$ cat src/rtl/reset_sequencer_pkg.sv
// Shared reset-sequencer types and default constants (also used by the clock manager).
// Latency: n/a (package only).
// Backpressure: n/a.
//
// Holds the sequencer state enum, default parameter values and the lock-loss
// counter width. The RESTART state only exists when RESET_SEQ_WATCHDOG_EN is defined.
package reset_sequencer_pkg;

  localparam int DEF_NUM_STAGES      = 3;
  localparam int DEF_STABLE_CYCLES   = 64;
  localparam int DEF_STAGE_GAP       = 16;
  localparam int DEF_WATCHDOG_CYCLES = 1000000;
  localparam int DEF_MMCM_RST_CYCLES = 8;

  localparam int LOCK_LOSS_CNT_W     = 8;

  typedef enum logic [2:0] {
    ST_HOLD      = 3'd0,
    ST_WAIT_LOCK = 3'd1,
    ST_STABLE    = 3'd2,
    ST_RELEASE   = 3'd3,
`ifdef RESET_SEQ_WATCHDOG_EN
    ST_RUN       = 3'd4,
    ST_RESTART   = 3'd5
`else
    ST_RUN       = 3'd4
`endif
  } reset_seq_state_e;

endpackage

$ cat src/rtl/reset_sequencer_if.sv
// Bundle of lock/request inputs and staged reset outputs of the reset sequencer.
// Latency: n/a (wires only).
// Backpressure: none; all signals are level or single-cycle pulses.
//
// Ports (signals):
//   clk_locked    lock flag synchronous to clk        (into sequencer)
//   ext_rst_req   single-cycle re-sequence request    (into sequencer)
//   rst_out       per-stage active-high resets        (from sequencer)
//   seq_done      all stages released, lock held      (from sequencer)
//   mmcm_rst      MMCM reset request                  (from sequencer)
//   lock_loss_cnt saturating lock-drop count          (from sequencer)
// master = sequencer side, slave = consumer/stimulus side.
interface reset_sequencer_if #(
  parameter int NUM_STAGES = 3
);
  import reset_sequencer_pkg::*;

  logic                       clk_locked;
  logic                       ext_rst_req;
  logic [NUM_STAGES-1:0]      rst_out;
  logic                       seq_done;
  logic                       mmcm_rst;
  logic [LOCK_LOSS_CNT_W-1:0] lock_loss_cnt;

  modport master (
    input  clk_locked,
    input  ext_rst_req,
    output rst_out,
    output seq_done,
    output mmcm_rst,
    output lock_loss_cnt
  );

  modport slave (
    output clk_locked,
    output ext_rst_req,
    input  rst_out,
    input  seq_done,
    input  mmcm_rst,
    input  lock_loss_cnt
  );

endinterface

$ cat src/rtl/reset_sequencer.sv
// Staged reset release after proven PLL/MMCM lock, with optional MMCM restart watchdog.
// Latency: all outputs registered; aborts (lock drop / request / rst) take effect on the next edge.
// Backpressure: none; inputs are sampled every cycle.
//
// Ports:
//   clk  system clock;  rst  synchronous active-high reset
//   bus  reset_sequencer_if.master: clk_locked, ext_rst_req in; rst_out, seq_done,
//        mmcm_rst, lock_loss_cnt out
// Build option: define RESET_SEQ_WATCHDOG_EN to add the lock watchdog and RESTART state
// (otherwise mmcm_rst is tied low and the sequencer may wait for lock forever).
module reset_sequencer
  import reset_sequencer_pkg::*;
#(
  parameter int NUM_STAGES      = DEF_NUM_STAGES,
  parameter int STABLE_CYCLES   = DEF_STABLE_CYCLES,
  parameter int STAGE_GAP       = DEF_STAGE_GAP,
  parameter int WATCHDOG_CYCLES = DEF_WATCHDOG_CYCLES,
  parameter int MMCM_RST_CYCLES = DEF_MMCM_RST_CYCLES
) (
  input  logic              clk,
  input  logic              rst,
  reset_sequencer_if.master bus
);

  localparam int STABLE_W = $clog2(STABLE_CYCLES + 1);
  localparam int GAP_W    = $clog2(STAGE_GAP + 1);
  localparam int IDX_W    = $clog2(NUM_STAGES + 1);

  // Counters stop one short of the parameter: the edge on which they would
  // reach it is the edge that takes the transition.
  localparam logic [STABLE_W-1:0] STABLE_LAST = STABLE_W'(STABLE_CYCLES - 1);
  localparam logic [GAP_W-1:0]    GAP_LAST    = GAP_W'(STAGE_GAP - 1);
  localparam logic [IDX_W-1:0]    IDX_LAST    = IDX_W'(NUM_STAGES);

  if (NUM_STAGES < 1 || STABLE_CYCLES < 1 || STAGE_GAP < 1 ||
      WATCHDOG_CYCLES < 1 || MMCM_RST_CYCLES < 1) begin : g_bad_params
    $error("reset_sequencer: every parameter must be at least 1");
  end

  reset_seq_state_e           state_q, state_d;
  logic [STABLE_W-1:0]        stable_q, stable_d;
  logic [GAP_W-1:0]           gap_q, gap_d;
  // Number of stages already released while in RELEASE.
  logic [IDX_W-1:0]           idx_q, idx_d;
  logic [LOCK_LOSS_CNT_W-1:0] loss_q, loss_d;
  logic [NUM_STAGES-1:0]      rst_out_q, rst_out_d;
  logic                       seq_done_q, seq_done_d;

`ifdef RESET_SEQ_WATCHDOG_EN
  localparam int WD_W    = $clog2(WATCHDOG_CYCLES + 1);
  localparam int PULSE_W = $clog2(MMCM_RST_CYCLES + 1);
  localparam logic [WD_W-1:0]    WD_LAST    = WD_W'(WATCHDOG_CYCLES - 1);
  localparam logic [PULSE_W-1:0] PULSE_LAST = PULSE_W'(MMCM_RST_CYCLES - 1);

  logic [WD_W-1:0]    wd_q, wd_d;
  logic [PULSE_W-1:0] pulse_q, pulse_d;
  logic               mmcm_rst_q, mmcm_rst_d;
`endif

  // ---------------------------------------------------------------- state register
  always_ff @(posedge clk) begin
    if (rst) begin
      state_q    <= ST_HOLD;
      stable_q   <= '0;
      gap_q      <= '0;
      idx_q      <= '0;
      loss_q     <= '0;
      rst_out_q  <= '1;
      seq_done_q <= 1'b0;
`ifdef RESET_SEQ_WATCHDOG_EN
      wd_q       <= '0;
      pulse_q    <= '0;
      mmcm_rst_q <= 1'b0;
`endif
    end else begin
      state_q    <= state_d;
      stable_q   <= stable_d;
      gap_q      <= gap_d;
      idx_q      <= idx_d;
      loss_q     <= loss_d;
      rst_out_q  <= rst_out_d;
      seq_done_q <= seq_done_d;
`ifdef RESET_SEQ_WATCHDOG_EN
      wd_q       <= wd_d;
      pulse_q    <= pulse_d;
      mmcm_rst_q <= mmcm_rst_d;
`endif
    end
  end

  // ---------------------------------------------------------------- next state
  always_comb begin
    state_d  = state_q;
    stable_d = stable_q;
    gap_d    = gap_q;
    idx_d    = idx_q;
    loss_d   = loss_q;
`ifdef RESET_SEQ_WATCHDOG_EN
    wd_d     = wd_q;
    pulse_d  = pulse_q;
`endif

    case (state_q)
      ST_HOLD: state_d = ST_WAIT_LOCK;

      // A request here is an abort back to the same state, so it simply blocks entry.
      ST_WAIT_LOCK: begin
        if (!bus.ext_rst_req && bus.clk_locked) begin
          state_d  = ST_STABLE;
          stable_d = '0;
        end
      end

      ST_STABLE: begin
        if (!bus.clk_locked || bus.ext_rst_req) begin
          state_d  = ST_WAIT_LOCK;
          stable_d = '0;
        end else if (stable_q == STABLE_LAST) begin
          // Stage 0 is released on this same edge.
          state_d  = ST_RELEASE;
          stable_d = '0;
          gap_d    = '0;
          idx_d    = IDX_W'(1);
        end else begin
          stable_d = stable_q + 1'b1;
        end
      end

      ST_RELEASE, ST_RUN: begin
        if (!bus.clk_locked || bus.ext_rst_req) begin
          state_d = ST_WAIT_LOCK;
          gap_d   = '0;
          idx_d   = '0;
          // Only lock drops are counted; a coincident request counts once.
          if (!bus.clk_locked && loss_q != '1) begin
            loss_d = loss_q + 1'b1;
          end
        end else if (state_q == ST_RELEASE) begin
          if (gap_q == GAP_LAST) begin
            gap_d = '0;
            if (idx_q == IDX_LAST) begin
              state_d = ST_RUN;
            end else begin
              idx_d = idx_q + 1'b1;
            end
          end else begin
            gap_d = gap_q + 1'b1;
          end
        end
      end

`ifdef RESET_SEQ_WATCHDOG_EN
      // Lock and requests are ignored until the MMCM pulse completes.
      ST_RESTART: begin
        if (pulse_q == PULSE_LAST) begin
          state_d = ST_WAIT_LOCK;
          pulse_d = '0;
          wd_d    = '0;
        end else begin
          pulse_d = pulse_q + 1'b1;
        end
      end
`endif

      default: state_d = ST_HOLD;
    endcase

`ifdef RESET_SEQ_WATCHDOG_EN
    // The watchdog spans lock bounces, so it is only cleared on reaching
    // RELEASE or leaving RESTART. Expiry overrides any other transition.
    if (state_q == ST_WAIT_LOCK || state_q == ST_STABLE) begin
      wd_d = wd_q + 1'b1;
      if (wd_q == WD_LAST) begin
        state_d  = ST_RESTART;
        stable_d = '0;
        gap_d    = '0;
        idx_d    = '0;
        pulse_d  = '0;
      end else if (state_d == ST_RELEASE) begin
        wd_d = '0;
      end
    end
`endif
  end

  // ---------------------------------------------------------------- outputs
  // Decoded from the next state so every output is a flop with the same
  // one-edge reaction to inputs.
  always_comb begin
    rst_out_d  = '1;
    seq_done_d = 1'b0;
`ifdef RESET_SEQ_WATCHDOG_EN
    mmcm_rst_d = 1'b0;
`endif
    case (state_d)
      ST_RELEASE: begin
        for (int k = 0; k < NUM_STAGES; k++) begin
          rst_out_d[k] = (k >= int'(idx_d));
        end
      end
      ST_RUN: begin
        rst_out_d  = '0;
        seq_done_d = 1'b1;
      end
`ifdef RESET_SEQ_WATCHDOG_EN
      ST_RESTART: mmcm_rst_d = 1'b1;
`endif
      default: ;
    endcase
  end

  assign bus.rst_out       = rst_out_q;
  assign bus.seq_done      = seq_done_q;
  assign bus.lock_loss_cnt = loss_q;
`ifdef RESET_SEQ_WATCHDOG_EN
  assign bus.mmcm_rst      = mmcm_rst_q;
`else
  assign bus.mmcm_rst      = 1'b0;
`endif

endmodule

$ cat src/flat_wrapper.sv
// flat-port wrapper written by rule: the top's interface ports become plain ports
module reset_sequencer_flat import reset_sequencer_pkg::*;
#(
  parameter int NUM_STAGES      = DEF_NUM_STAGES,
  parameter int STABLE_CYCLES   = DEF_STABLE_CYCLES,
  parameter int STAGE_GAP       = DEF_STAGE_GAP,
  parameter int WATCHDOG_CYCLES = DEF_WATCHDOG_CYCLES,
  parameter int MMCM_RST_CYCLES = DEF_MMCM_RST_CYCLES
)
  (clk, rst, bus_clk_locked, bus_ext_rst_req, bus_rst_out, bus_seq_done, bus_mmcm_rst, bus_lock_loss_cnt);
  reset_sequencer_if #(.NUM_STAGES(NUM_STAGES)) bus_i ();
  input  logic clk;
  input  logic rst;
  input wire logic [$bits(bus_i.clk_locked)-1:0] bus_clk_locked;
  input wire logic [$bits(bus_i.ext_rst_req)-1:0] bus_ext_rst_req;
  output wire logic [$bits(bus_i.rst_out)-1:0] bus_rst_out;
  output wire logic [$bits(bus_i.seq_done)-1:0] bus_seq_done;
  output wire logic [$bits(bus_i.mmcm_rst)-1:0] bus_mmcm_rst;
  output wire logic [$bits(bus_i.lock_loss_cnt)-1:0] bus_lock_loss_cnt;
  assign bus_i.clk_locked = bus_clk_locked;
  assign bus_i.ext_rst_req = bus_ext_rst_req;
  assign bus_rst_out = bus_i.rst_out;
  assign bus_seq_done = bus_i.seq_done;
  assign bus_mmcm_rst = bus_i.mmcm_rst;
  assign bus_lock_loss_cnt = bus_i.lock_loss_cnt;
  reset_sequencer #(.NUM_STAGES(NUM_STAGES), .STABLE_CYCLES(STABLE_CYCLES), .STAGE_GAP(STAGE_GAP), .WATCHDOG_CYCLES(WATCHDOG_CYCLES), .MMCM_RST_CYCLES(MMCM_RST_CYCLES)) u_core (.clk(clk), .rst(rst), .bus(bus_i));
endmodule
$ cat config.mk
export PLATFORM = sky130hd
export DESIGN_NAME = reset_sequencer_flat
export DESIGN_NICKNAME = d
export VERILOG_FILES = /design/src/rtl/reset_sequencer_pkg.sv /design/src/rtl/reset_sequencer_if.sv /design/src/rtl/reset_sequencer.sv /design/src/flat_wrapper.sv
export SDC_FILE = /design/constraint.sdc
export NUM_CORES = 1
export LEC_CHECK = 0
export ABC_AREA = 1
export CELL_PAD_IN_SITES_DETAIL_PLACEMENT = 1
export CELL_PAD_IN_SITES_GLOBAL_PLACEMENT = 1
export CORE_MARGIN = 8
export CORE_UTILIZATION = 28
export CTS_CLUSTER_SIZE = 10
export DETAILED_ROUTE_END_ITERATION = 8
export PLACE_DENSITY_LB_ADDON = 0.2
export SLEW_MARGIN = 40
export SYNTH_ARGS = -nofsm -noshare
export SYNTH_HDL_FRONTEND = slang
export SYNTH_SLANG_ARGS = --single-unit
$ cat constraint.sdc
create_clock -name clk -period 2.8 [get_ports clk]
set_input_delay 0.28 -clock clk [delete_from_list [all_inputs] [get_ports clk]]
set_output_delay 0.28 -clock clk [all_outputs]
set_load 0.005 [all_outputs]
==> results.toml <==
[outcome]
status = "finished, final reports clean"

[critical_path]
cp-startpoint = "u_core.gap_q[0]"
r2r_cells = 10
rr_startpoint = "u_core.gap_q[0]"
path_class = "reg2reg"
crit_fanout = 7
critPathRequiredTime_ps = 2970
arrival_ps = 1860
endpoint_kind = "register"
cp-start-kind = "register"

[power]
leakage_nw = 0.764
ir_drop_mv = 0.160
power.total_uw = 862
p_per_area_mw_per_mm2 = 458

[die]
initial_utilization = 0.286
die-area_mm2 = 0.00816
fp.dieH_um = 90.3
rows = 27
io-pin-count = 17
die_w_um = 90.3
core-area_mm2 = 0.00541

[routing]
drc_errors = 0
antenna_left = 0
dr.pass1.iters = 4
wl_per_cell_um = 12.1
dr_total_vias = 1460
wl_um = 3940
vias_per_cell = 4.48
drtIter0Drc = 103

[place]
gp_congestion = 0.765
place.port_buffers = 15
dpl.hpwl_um = 3010
place_inst = 318
postPlaceCellArea_mm2 = 0.00178

[final_layout]
diodes = 0
fin_nets = 260
finalNonFillerCells = 326
final_layout_size_suffix_gt1_frac = 0.126
final_cell_area_mm2 = 0.00188
final_util = 0.348
syn2layout_area_growth_pct = 21.6

[sta]
fmax_ghz = 0.592
tns_ps = 0
tightest_slew_ps = 515
fin_crit_sh = 0.604
max-slew-margin-rel = 0.656
hold_violations = 0
skew_ps = 6.93
setup_viol = 0
period_minus_slack_ps = 1690
rsz0062_at_grt = "false"
slew_viol_final = 0

[clocking]
clock_sinks = 29
clk-insertion-delay-late_ps = 290
cts-hold-fix-buffers = 0
cts_made_buffers = 5
clkTransAtPathRegs_ps = 70
cts_tree = "built"
htreeDepth = 2
cts_setup_buffers = 0
post_cts_resized = 0
cts-root-buf = "clkbuf_8"
clk_path_buf_depth = 2

[grt]
grt-ovfl-total = 0
grt_pass1_wl_um = 7040
gr-usage-all-layers = 0.104
grt_pass1_vias = 1538
grt_antenna_before_repair = 0
grt_max_degree = 17

[synthesis]
synth.largest_area_cell = "dfxtp_1"
synth_common_cells = "nand2_1, dfxtp_1, nor2_1"
ys_ff_latch = 29
syn_area_mm2 = 0.00155
synth-async-reset-ratio = 0
synth.distinct_cells = 24
synth_area_per_cell_um2 = 6.64
synthCells = 233
yosysMostFrequentCell = "nand2_1"
synth_top_area_frac = 0.375
syn_nets = 240
synthTopCellsByArea = "dfxtp_1, nand2_1, nor2_1"
ys.flop_type = "dfxtp_1"
yosysWarnings = 0
synth_edf_count = 0
yosysSeqAreaShare = 0.375

[min_path]
hold_class = "reg2reg"
hold_depth = 2
worstHoldStart = "u_core.gap_q[4]"

[flow_run]
drv_cap = 0
-- kinds of logic after synthesis --
kind of cell,after synthesis,share of synthesized area
buf+inv,32,0.0801
xor+xnor,4,0.0227
flops,29,0.375
fa+ha+maj,3,0.0243
other cells,1,0.00242
simple gates,132,0.392
compound gates,32,0.104
-- per-stage QoR --
step	hold WS (ps)	worst slack, ps
after detailed placement	451	878
after CTS	462	1080
final	458	1110
after global routing	490	841
after global placement	448	935
after floorplan	349	1370
-- area by class of cell --
cell class                      instances  area (um2)
Clock buffer                            7        96.3
Multi-Input combinational cell        172         842
Inverter                               29         109
Timing Repair Buffer                   16         158
Clock inverter                          1        5.00
Fill cell                             691        3520
Tap cell                               72        90.1
Sequential cell                        29         581
-- routing by layer --
layer	part of all wire	vias up	wire (um)	GRT usage
li1	-	779	-	-
met1	0.49	662	1920	0.120
met5	0	-	0	0
met3	0.032	6	127	0.0308
met4	0.016	0	64	0.0416
met2	0.46	13	1830	0.175
-- registers in the layout, summed over array words and instances, names as in the netlist --
signal	flops
u_core.idx_q	2
u_core.state_q	3
u_core.gap_q	5
u_core.bus.lock_loss_cnt	8
u_core.bus.rst_out	3
u_core.stable_q	7
u_core.bus.seq_done	1
-- power by group --
part / switching (mW) / internal (mW) / leakage (nW)
clock: 0.171 / 0.222 / 0.0542
sequential: 0.00352 / 0.416 / 0.234
combinational: 0.0324 / 0.0175 / 0.475
total: 0.207 / 0.655 / 0.764
-- worst max-delay path, cell delays in order (launching register included) --
cell     delay (ps)
dfxtp_1         380
ha_1            210
nand3_1         130
nor2_2          260
nand3_1         140
nor2_2           90
nor2_1           50
nor2_2          140
nand2_1          70
nand2_1          60
nand2_1          40
-- worst paths after layout --
| path | to | slack (ps) |
|---|---|---|
| worst max-delay path | u_core.bus.rst_out[2] | 1110 |
| worst min-delay path | u_core.gap_q[4] | 460 |
| worst max register to register | u_core.bus.rst_out[2] | 1110 |
| worst min register to register | u_core.gap_q[4] | 460 |
-- placed cells by master (no fill, tap or decap) --
cell type	n
a21oi_1	20
and3_1	1
buf_4	1
clkbuf_8	7
clkdlybuf4s50_1	15
clkinv_1	1
clkinv_2	1
conb_1	1
dfxtp_1	29
ha_1	3
inv_1	22
inv_2	6
nand2_1	63
nand2_2	4
nand2_4	2
nand3_1	19
nand3_2	2
nand3_4	1
nand3b_1	1
nand4_1	3
nor2_1	27
nor2_2	8
nor3_1	1
o21ai_0	10
o21ai_1	2
xnor2_1	4
Note: power is estimated with default switching activity, not from simulation.
